File: src/rtl/ysyx_23060201_ifu_pkg.sv
// Shared IFU definitions: reset PC, fault-cause codes and FSM state encodings.
// Imported by the IFU top level and its FSM sub-module.
package ysyx_23060201_ifu_pkg;

  localparam logic [31:0] YSYX_23060201_RESET_PC = 32'h8000_0000;
  localparam int          TMO_W                  = 16;

  typedef enum logic [1:0] {
    IFERR_NONE     = 2'b00,
    IFERR_MISALIGN = 2'b01,
    IFERR_BUS      = 2'b10,
    IFERR_TIMEOUT  = 2'b11
  } iferr_e;

  typedef enum logic [2:0] {
    ST_IDLE = 3'd0,
    ST_REQ  = 3'd1,
    ST_WAIT = 3'd2,
    ST_OUT  = 3'd3,
    ST_EXEC = 3'd4
  } ifu_state_e;

endpackage

File: src/rtl/ysyx_23060201_ifu_fsm.sv
// IFU control: state register, next-state selection and the memory response
// timeout counter. timeout_hit flags the WAIT cycle that gives up on the bus.
module ysyx_23060201_ifu_fsm
  import ysyx_23060201_ifu_pkg::*;
#(
  parameter int TIMEOUT = 255
) (
  input  logic       clk,
  input  logic       rst,
  input  logic       pc_misaligned,
  input  logic       mem_req_ready,
  input  logic       mem_resp_valid,
  input  logic       inst_ready,
  input  logic       commit_valid,
  output ifu_state_e state,
  output logic       timeout_hit
);

  localparam logic [TMO_W-1:0] TMO_LAST = TMO_W'(TIMEOUT - 1);

  ifu_state_e       state_reg, state_next;
  logic [TMO_W-1:0] tmo_cnt_reg, tmo_cnt_next;

  assign state       = state_reg;
  assign timeout_hit = (state_reg == ST_WAIT) && !mem_resp_valid && (tmo_cnt_reg == TMO_LAST);

  always_comb begin
    state_next   = state_reg;
    tmo_cnt_next = tmo_cnt_reg;
    case (state_reg)
      ST_IDLE: state_next = ST_REQ;
      ST_REQ: begin
        // A misaligned PC never reaches the bus; it faults straight to OUT.
        if (pc_misaligned) begin
          state_next = ST_OUT;
        end else if (mem_req_ready) begin
          state_next   = ST_WAIT;
          tmo_cnt_next = '0;
        end
      end
      ST_WAIT: begin
        if (mem_resp_valid || timeout_hit) begin
          state_next = ST_OUT;
        end else begin
          tmo_cnt_next = tmo_cnt_reg + 1'b1;
        end
      end
      ST_OUT: begin
        if (inst_ready) begin
          state_next = commit_valid ? ST_REQ : ST_EXEC;
        end
      end
      ST_EXEC: begin
        if (commit_valid) begin
          state_next = ST_REQ;
        end
      end
      default: state_next = ST_IDLE;
    endcase
  end

  always_ff @(posedge clk) begin
    if (rst) begin
      state_reg   <= ST_IDLE;
      tmo_cnt_reg <= '0;
    end else begin
      state_reg   <= state_next;
      tmo_cnt_reg <= tmo_cnt_next;
    end
  end

endmodule

File: src/rtl/ysyx_23060201_ifu.sv
// Multi-cycle instruction fetch unit: holds the PC, fetches one word at a time
// and hands it to the decoder, then waits for the EXU's dnpc commit.
module ysyx_23060201_ifu
  import ysyx_23060201_ifu_pkg::*;
#(
  parameter logic [31:0] RESET_PC = YSYX_23060201_RESET_PC,
  parameter int          TIMEOUT  = 255
) (
  input  logic        clk,
  input  logic        rst,
  output logic        mem_req_valid,
  output logic [31:0] mem_req_addr,
  input  logic        mem_req_ready,
  input  logic        mem_resp_valid,
  input  logic [31:0] mem_resp_data,
  input  logic        mem_resp_err,
  output logic        inst_valid,
  input  logic        inst_ready,
  output logic [31:0] inst,
  output logic [31:0] inst_pc,
  output logic [1:0]  inst_err,
  input  logic        commit_valid,
  input  logic [31:0] dnpc,
  output logic [31:0] fetch_cnt
);

  ifu_state_e  state;
  logic        timeout_hit;
  logic        pc_misaligned;
  logic [31:0] pc_reg;
  logic [31:0] inst_reg;
  iferr_e      err_reg;
  logic [31:0] fetch_cnt_reg;

  assign pc_misaligned = |pc_reg[1:0];

  ysyx_23060201_ifu_fsm #(
    .TIMEOUT(TIMEOUT)
  ) u_fsm (
    .clk           (clk),
    .rst           (rst),
    .pc_misaligned (pc_misaligned),
    .mem_req_ready (mem_req_ready),
    .mem_resp_valid(mem_resp_valid),
    .inst_ready    (inst_ready),
    .commit_valid  (commit_valid),
    .state         (state),
    .timeout_hit   (timeout_hit)
  );

  // Outputs come only from registers and state, never straight from inputs.
  assign mem_req_valid = (state == ST_REQ) && !pc_misaligned;
  assign mem_req_addr  = pc_reg;
  assign inst_valid    = (state == ST_OUT);
  assign inst          = inst_reg;
  assign inst_pc       = pc_reg;
  assign inst_err      = err_reg;
  assign fetch_cnt     = fetch_cnt_reg;

  always_ff @(posedge clk) begin
    if (rst) begin
      pc_reg        <= RESET_PC;
      inst_reg      <= '0;
      err_reg       <= IFERR_NONE;
      fetch_cnt_reg <= '0;
    end else begin
      case (state)
        ST_REQ: begin
          if (pc_misaligned) begin
            inst_reg <= '0;
            err_reg  <= IFERR_MISALIGN;
          end
        end
        ST_WAIT: begin
          // Faulted words are zeroed so the decoder never sees bus garbage.
          if (mem_resp_valid) begin
            inst_reg <= mem_resp_err ? 32'h0 : mem_resp_data;
            err_reg  <= mem_resp_err ? IFERR_BUS : IFERR_NONE;
          end else if (timeout_hit) begin
            inst_reg <= '0;
            err_reg  <= IFERR_TIMEOUT;
          end
        end
        ST_OUT: begin
          if (inst_ready) begin
            fetch_cnt_reg <= fetch_cnt_reg + 32'd1;
            if (commit_valid) begin
              pc_reg <= dnpc;
            end
          end
        end
        ST_EXEC: begin
          if (commit_valid) begin
            pc_reg <= dnpc;
          end
        end
        default: ;
      endcase
    end
  end

endmodule
File: config.mk
export PLATFORM = sky130hd
export DESIGN_NAME = ysyx_23060201_ifu
export DESIGN_NICKNAME = d
export VERILOG_FILES = /design/src/rtl/ysyx_23060201_ifu_pkg.sv /design/src/rtl/ysyx_23060201_ifu_fsm.sv /design/src/rtl/ysyx_23060201_ifu.sv
export SDC_FILE = /design/constraint.sdc
export NUM_CORES = 1
export LEC_CHECK = 0
export ABC_AREA = 0
export CORE_UTILIZATION = 46
export CTS_CLUSTER_SIZE = 8
export DETAILED_ROUTE_END_ITERATION = 12
export PLACE_DENSITY = 0.84
export SYNTH_ARGS = -nofsm -noshare
export SYNTH_HDL_FRONTEND = slang
export SYNTH_SLANG_ARGS = --single-unit
export TNS_END_PERCENT = 100
File: constraint.sdc
create_clock -name clk -period 5.74 [get_ports clk]
set_input_delay 1.435 -clock clk [delete_from_list [all_inputs] [get_ports clk]]
set_output_delay 1.435 -clock clk [all_outputs]
set_load 0.01 [all_outputs]
==> results.ini, run 1 <==
[status]
status=finished clean

[setup_path]
path_max_fanout=12
critPathLaunchType=input pin
critPathKind=in -> reg
cp_slowest_stage_delay_ns=0.56
worstPathRequired_ns=6.12
worstPathCellList=clkdlybuf4s50_1, and4b_1, nand3_1, or4_4, nor2_2, mux2_1
crit_path_top_delay_cell=or4_4
cp.arrival_ns=3.85
crit_buf_inv=1
endpoint_kind=flop
critPathTopFamily=simple AND/OR/NAND/NOR gates

[power_and_ir_drop]
pwr-share-clk_pct=52.8
vdd_ir_drop_max_mv=0.177
power_leakage_nw=2.51
comb_power_share_pct=6.4
p_switching_uw=459
internal_power_mw=1.57
p_per_area_mw_per_mm2=276
p_seq_share_pct=40.8
swShare_pct=22.6

[synth]
synth_seq_cells=117
synth-compound-area-share_pct=15.3
ys_seq_area_share_pct=47.7
ys.flop_type=dfxtp_1
synthAdderAreaFrac_pct=0.764
synth_edf_count=0
avgSynthCellArea_um2=8.87
yosysWarnings=0
synth-xor-area-share_pct=4.46
synth_cells=554
synth_simple_gate_area_share_pct=23.2
syn_area_mm2=0.00491
muxShareOfSynthArea_pct=0.637
synth_top_family_by_area=simple AND/OR/NAND/NOR gates
synth_cell_types=54
synthArstFlopShare_pct=0
synth_nets=628

[flow_run]
maxCapViolCount=0

[timing]
fin_crit_sh_pct=60.4
slew_violations=0
relSlewSlack_pct=15.3
min_period_ns=3.47
fmax_mhz=288
hold_viol=0
fin_setup_tns_ns=0
rsz0062_at_grt=no
finClkSkew_ns=0.0139
tightest_slew_ns=1.27
setup_violations=0

[final_layout]
layout.area.seq_mm2=0.00234
multi_input_area_mm2=0.00219
area_delta_synth_final_pct=50.0
layout.nets=790
mostFrequentLayoutCells=clkdlybuf4s50_1, dfxtp_1, nand2_1
antennaDiodeCount=0
final_core_util_pct=71.4
fillCellCount=777
finalNonFillerCells=865
layout_commonest_cell=clkdlybuf4s50_1
drive_above_1_share_pct=7.00

[floorplanning]
die_h_um=105
dieArea_mm2=0.0111
pin_count=203
coreArea_mm2=0.0103
die_w_um=105
start_util_pct=47.6
rows=37

[place]
gp_congestion=0.846
portBuffers=202
dp_cells=833
post-dp-hpwl_mm=9.46

[cts]
cts_root_buf=clkbuf_8
post_cts_buffers=0
hold_buffers=0
post_cts_resize_count=0
cts_tree=done
clk_latency_ns=0.51
cts_buffers=17
clk_pin_slew_worst_paths_ns=0.06
clk_path_buf_depth=2
cts.sinks=117
cts_max_level=4

[drt]
ant_nets=0
wire_per_inst_um=16.0
wirelength_mm=13.9
via_count=4593
first_pass_iters=4
drtIter0Drc=228
viasPerCell=5.31
route.detailed.drc=0

[grt]
grt_max_degree=43
antenna_found_initial=0
grt_pass1_wl_mm=21.8
grt_pass1_vias=4462
gr-total-overflow=0
grt_usage_pct=24.8

[worst_hold_path]
hold_class=reg -> reg

-- cell usage after synthesis (5+ instances only) --
library cell,n,area (um^2)
or3_1,11,68.8
xnor2_1,19,166
nand3_1,16,80.1
clkbuf_1,20,75.1
nor3_1,5,25.0
a21oi_1,50,250
dfxtp_1,117,2340
and4_1,5,43.8
buf_4,34,255
inv_1,7,26.3
o21ai_0,16,80.1
nor2_1,39,146
xor2_1,6,52.6
buf_2,5,25.0
or4_1,7,52.6
nand2_1,84,315
a22o_1,32,280
nor4_1,13,81.3
nand4_1,10,62.6
-- power by group through the flow --
stage / logic [mW] / clock network, mW / registers [mW]
2_1_floorplan: 0.0521 / 0 / 0.848
3_3_place_gp: 0.126 / 0 / 0.846
3_5_place_dp: 0.129 / 0 / 0.847
4_1_cts: 0.130 / 1.09 / 0.829
5_1_grt: 0.138 / 1.13 / 0.830
6_report: 0.130 / 1.08 / 0.830
-- layout make-up --
type                       instances  share of cell area (%)
sequential                       117                    31.8
tap                              136                    2.31
inverter                           7                   0.356
clock buffer                      19                    5.86
clock inverter                    13                    2.34
multi-input combinational        368                    29.7
timing repair buffer             205                    27.7
-- routing by layer --
layer	share of wire, %	wire (um)	up-vias	track usage [%]
li1	-	-	2246	-
met1	42	5870	2173	28.8
met2	51	7020	160	43.6
met3	5.9	817	14	6.86
met4	1.2	167	0	8.45
met5	0	0	-	0
-- stage by stage --
step	area, um^2	total power [mW]	hold slack, ns	worst slack [ns]
2_1_floorplan	4910	0.900	0.452	2.90
3_3_place_gp	6770	0.972	0.454	1.87
3_5_place_dp	6770	0.976	0.463	1.80
4_1_cts	7370	2.05	0.473	2.30
5_1_grt	7370	2.10	0.488	2.12
6_report	7370	2.03	0.471	2.27
-- worst paths after layout --
| kind | startpoint | to | slack (ns) | cells past startpoint |
|---|---|---|---|---|
| worst min-delay path | inst_pc[24]$_SDFFE_PP0P_ | inst_pc[24]$_SDFFE_PP0P_ | 0.47 | 2 |
| worst min register to register | inst_pc[24]$_SDFFE_PP0P_ | inst_pc[24]$_SDFFE_PP0P_ | 0.47 | 2 |
| worst max-delay path | inst_ready | fetch_cnt[31]$_SDFFE_PP0P_ | 2.27 | 6 |
| worst max register to register | u_fsm.tmo_cnt_reg[0]$_SDFFE_PP0P_ | inst[0]$_SDFFE_PP0P_ | 2.92 | 7 |
-- logic make-up after synthesis --
| logic type | count (synthesis) |
|---|---|
| muxes | 3 |
| DFF | 117 |
| AOI/OAI and AO/OA | 115 |
| xor gates and xnor gates | 25 |
| and+or+nand+nor | 222 |
| buffers and inverters | 69 |
| adders and majority gates | 3 |
-- worst register-to-register path, cell delays in order, from the launching register on --
cell	delay [ns]
dfxtp_1	0.40
inv_1	0.07
ha_1	0.19
nor4bb_1	0.15
a41oi_2	0.38
o21ai_0	0.24
nor2_2	1.01
a22o_1	0.33
No activity file was read; power rests on OpenSTA's default activity.
==> run 2, diff against run 1 <==
Settings changed: CORE_UTILIZATION 46 to 43, PLACE_DENSITY 0.84 to 0.79.
Clock period 5.74 ns to 3.6 ns, I/O delays scaled along.
==> run 2 against run 1 <==
Core utilization fell by 3.6 points. Combinational power rose by 61%. Flip-flop and latch count did not move. Clock skew fell by 0.0052 ns. Clock-buffer cell count rose by 3. Die area rose by 6.8%. Wire length fell by 4.9%. Non-clock buffer count rose by 5. Critical path depth fell by 3. Clock power rose by 66%. Critical endpoint is now mem_req_valid.
==> results.ini, run 2 (synthesized netlist as in run 1, its figures left out) <==
[setup_path]
path_max_fanout=9
critPathLaunchType=flop
worstPathRequired_ns=2.70
endpoint_kind=output pin
cp.arrival_ns=1.89
critPathKind=reg -> out

[worst_hold_path]
hold_class=reg -> reg

[cts]
cts_buffers=17
post_cts_resize_count=0
clk_pin_slew_worst_paths_ns=0.05
cts_root_buf=clkbuf_16
clk_path_buf_depth=2
hold_buffers=0
cts.sinks=117
cts_tree=done
post_cts_buffers=0
cts_max_level=4
clk_latency_ns=0.41

[drt]
ant_nets=0
drtIter0Drc=228
wirelength_mm=13.2
via_count=4678
first_pass_iters=5
route.detailed.drc=0
viasPerCell=5.36
wire_per_inst_um=15.1

[floorplanning]
die_w_um=109
die_h_um=109
start_util_pct=44.7
dieArea_mm2=0.0119
coreArea_mm2=0.0110
rows=38
pin_count=203

[grt]
grt_usage_pct=22.2
grt_pass1_vias=4363
antenna_found_initial=0
grt_max_degree=38
gr-total-overflow=0
grt_pass1_wl_mm=20.5

[final_layout]
mostFrequentLayoutCells=clkdlybuf4s50_1, dfxtp_1, nand2_1
layout_commonest_cell=clkdlybuf4s50_1
drive_above_1_share_pct=7.50
area_delta_synth_final_pct=51.5
layout.nets=795
antennaDiodeCount=0
finalNonFillerCells=873

[timing]
setup_violations=0
hold_viol=0
finClkSkew_ns=0.00863
fin_crit_sh_pct=77.4
slew_violations=0
fmax_mhz=359
tightest_slew_ns=0.763
fin_setup_tns_ns=0
setup_ws_ns=0.814
min_period_ns=2.79
rsz0062_at_grt=no
relSlewSlack_pct=49.1

[place]
gp_congestion=0.826
portBuffers=202
post-dp-hpwl_mm=9.12
dp_cells=842
dpl_worst_slack_ns=0.571

[power_and_ir_drop]
vdd_ir_drop_max_mv=0.281
p_per_area_mw_per_mm2=446
power_mw=3.32
power_leakage_nw=2.57

[status]
status=finished clean

[flow_run]
maxCapViolCount=0

[run 2: metal layers]
metal	vias to the layer above	GRT usage (%)	wire, um	share of wire [%]
li1	2253	-	-	-
met1	2197	25.5	5350	41
met2	203	37.2	6430	49
met3	25	7.59	1110	8.4
met4	0	9.85	297	2.3
met5	-	0	0	0
[run 2: worst max-delay path: stages (launching register included)]
cell	delay, ns
dfxtp_1	0.44
nor3b_2	0.33
and2_1	0.17
clkdlybuf4s50_1	0.54
[run 2: final timing paths]
check,from,endpoint,slack [ns],cells past startpoint
worst max-delay path,u_fsm.state[0]$_SDFFE_PP0P_,mem_req_valid,0.81,3
worst min-delay path,inst_pc[15]$_SDFFE_PP0P_,inst_pc[15]$_SDFFE_PP0P_,0.47,2
worst max register to register,fetch_cnt[3]$_SDFFE_PP0P_,fetch_cnt[31]$_SDFFE_PP0P_,1.17,5
worst min register to register,inst_pc[15]$_SDFFE_PP0P_,inst_pc[15]$_SDFFE_PP0P_,0.47,2
[run 2: report_power, final]
group	total, mW	internal (mW)	switching, mW
Sequential	1.32	1.31	0.0127
Combinational	0.209	0.121	0.0886
Clock	1.79	1.22	0.565
[run 2: layout make-up]
cell class	instances	area, um^2
well taps	140	175
fillers	850	3540
clock buffers	22	484
multi-input cells	368	2190
clock inverters	9	149
flip-flops and latches	117	2340
inverters	7	26.3
repair buffers	210	2080
[run 2: metrics by stage]
stage          util [%]  instance area [um^2]  hold slack, ns
6_report           67.8                  7440           0.468
5_1_grt            67.8                  7440           0.493
4_1_cts            67.8                  7440           0.472
3_5_place_dp       62.0                  6810           0.464
3_3_place_gp       62.0                  6810           0.456
2_1_floorplan         -                  4910           0.452
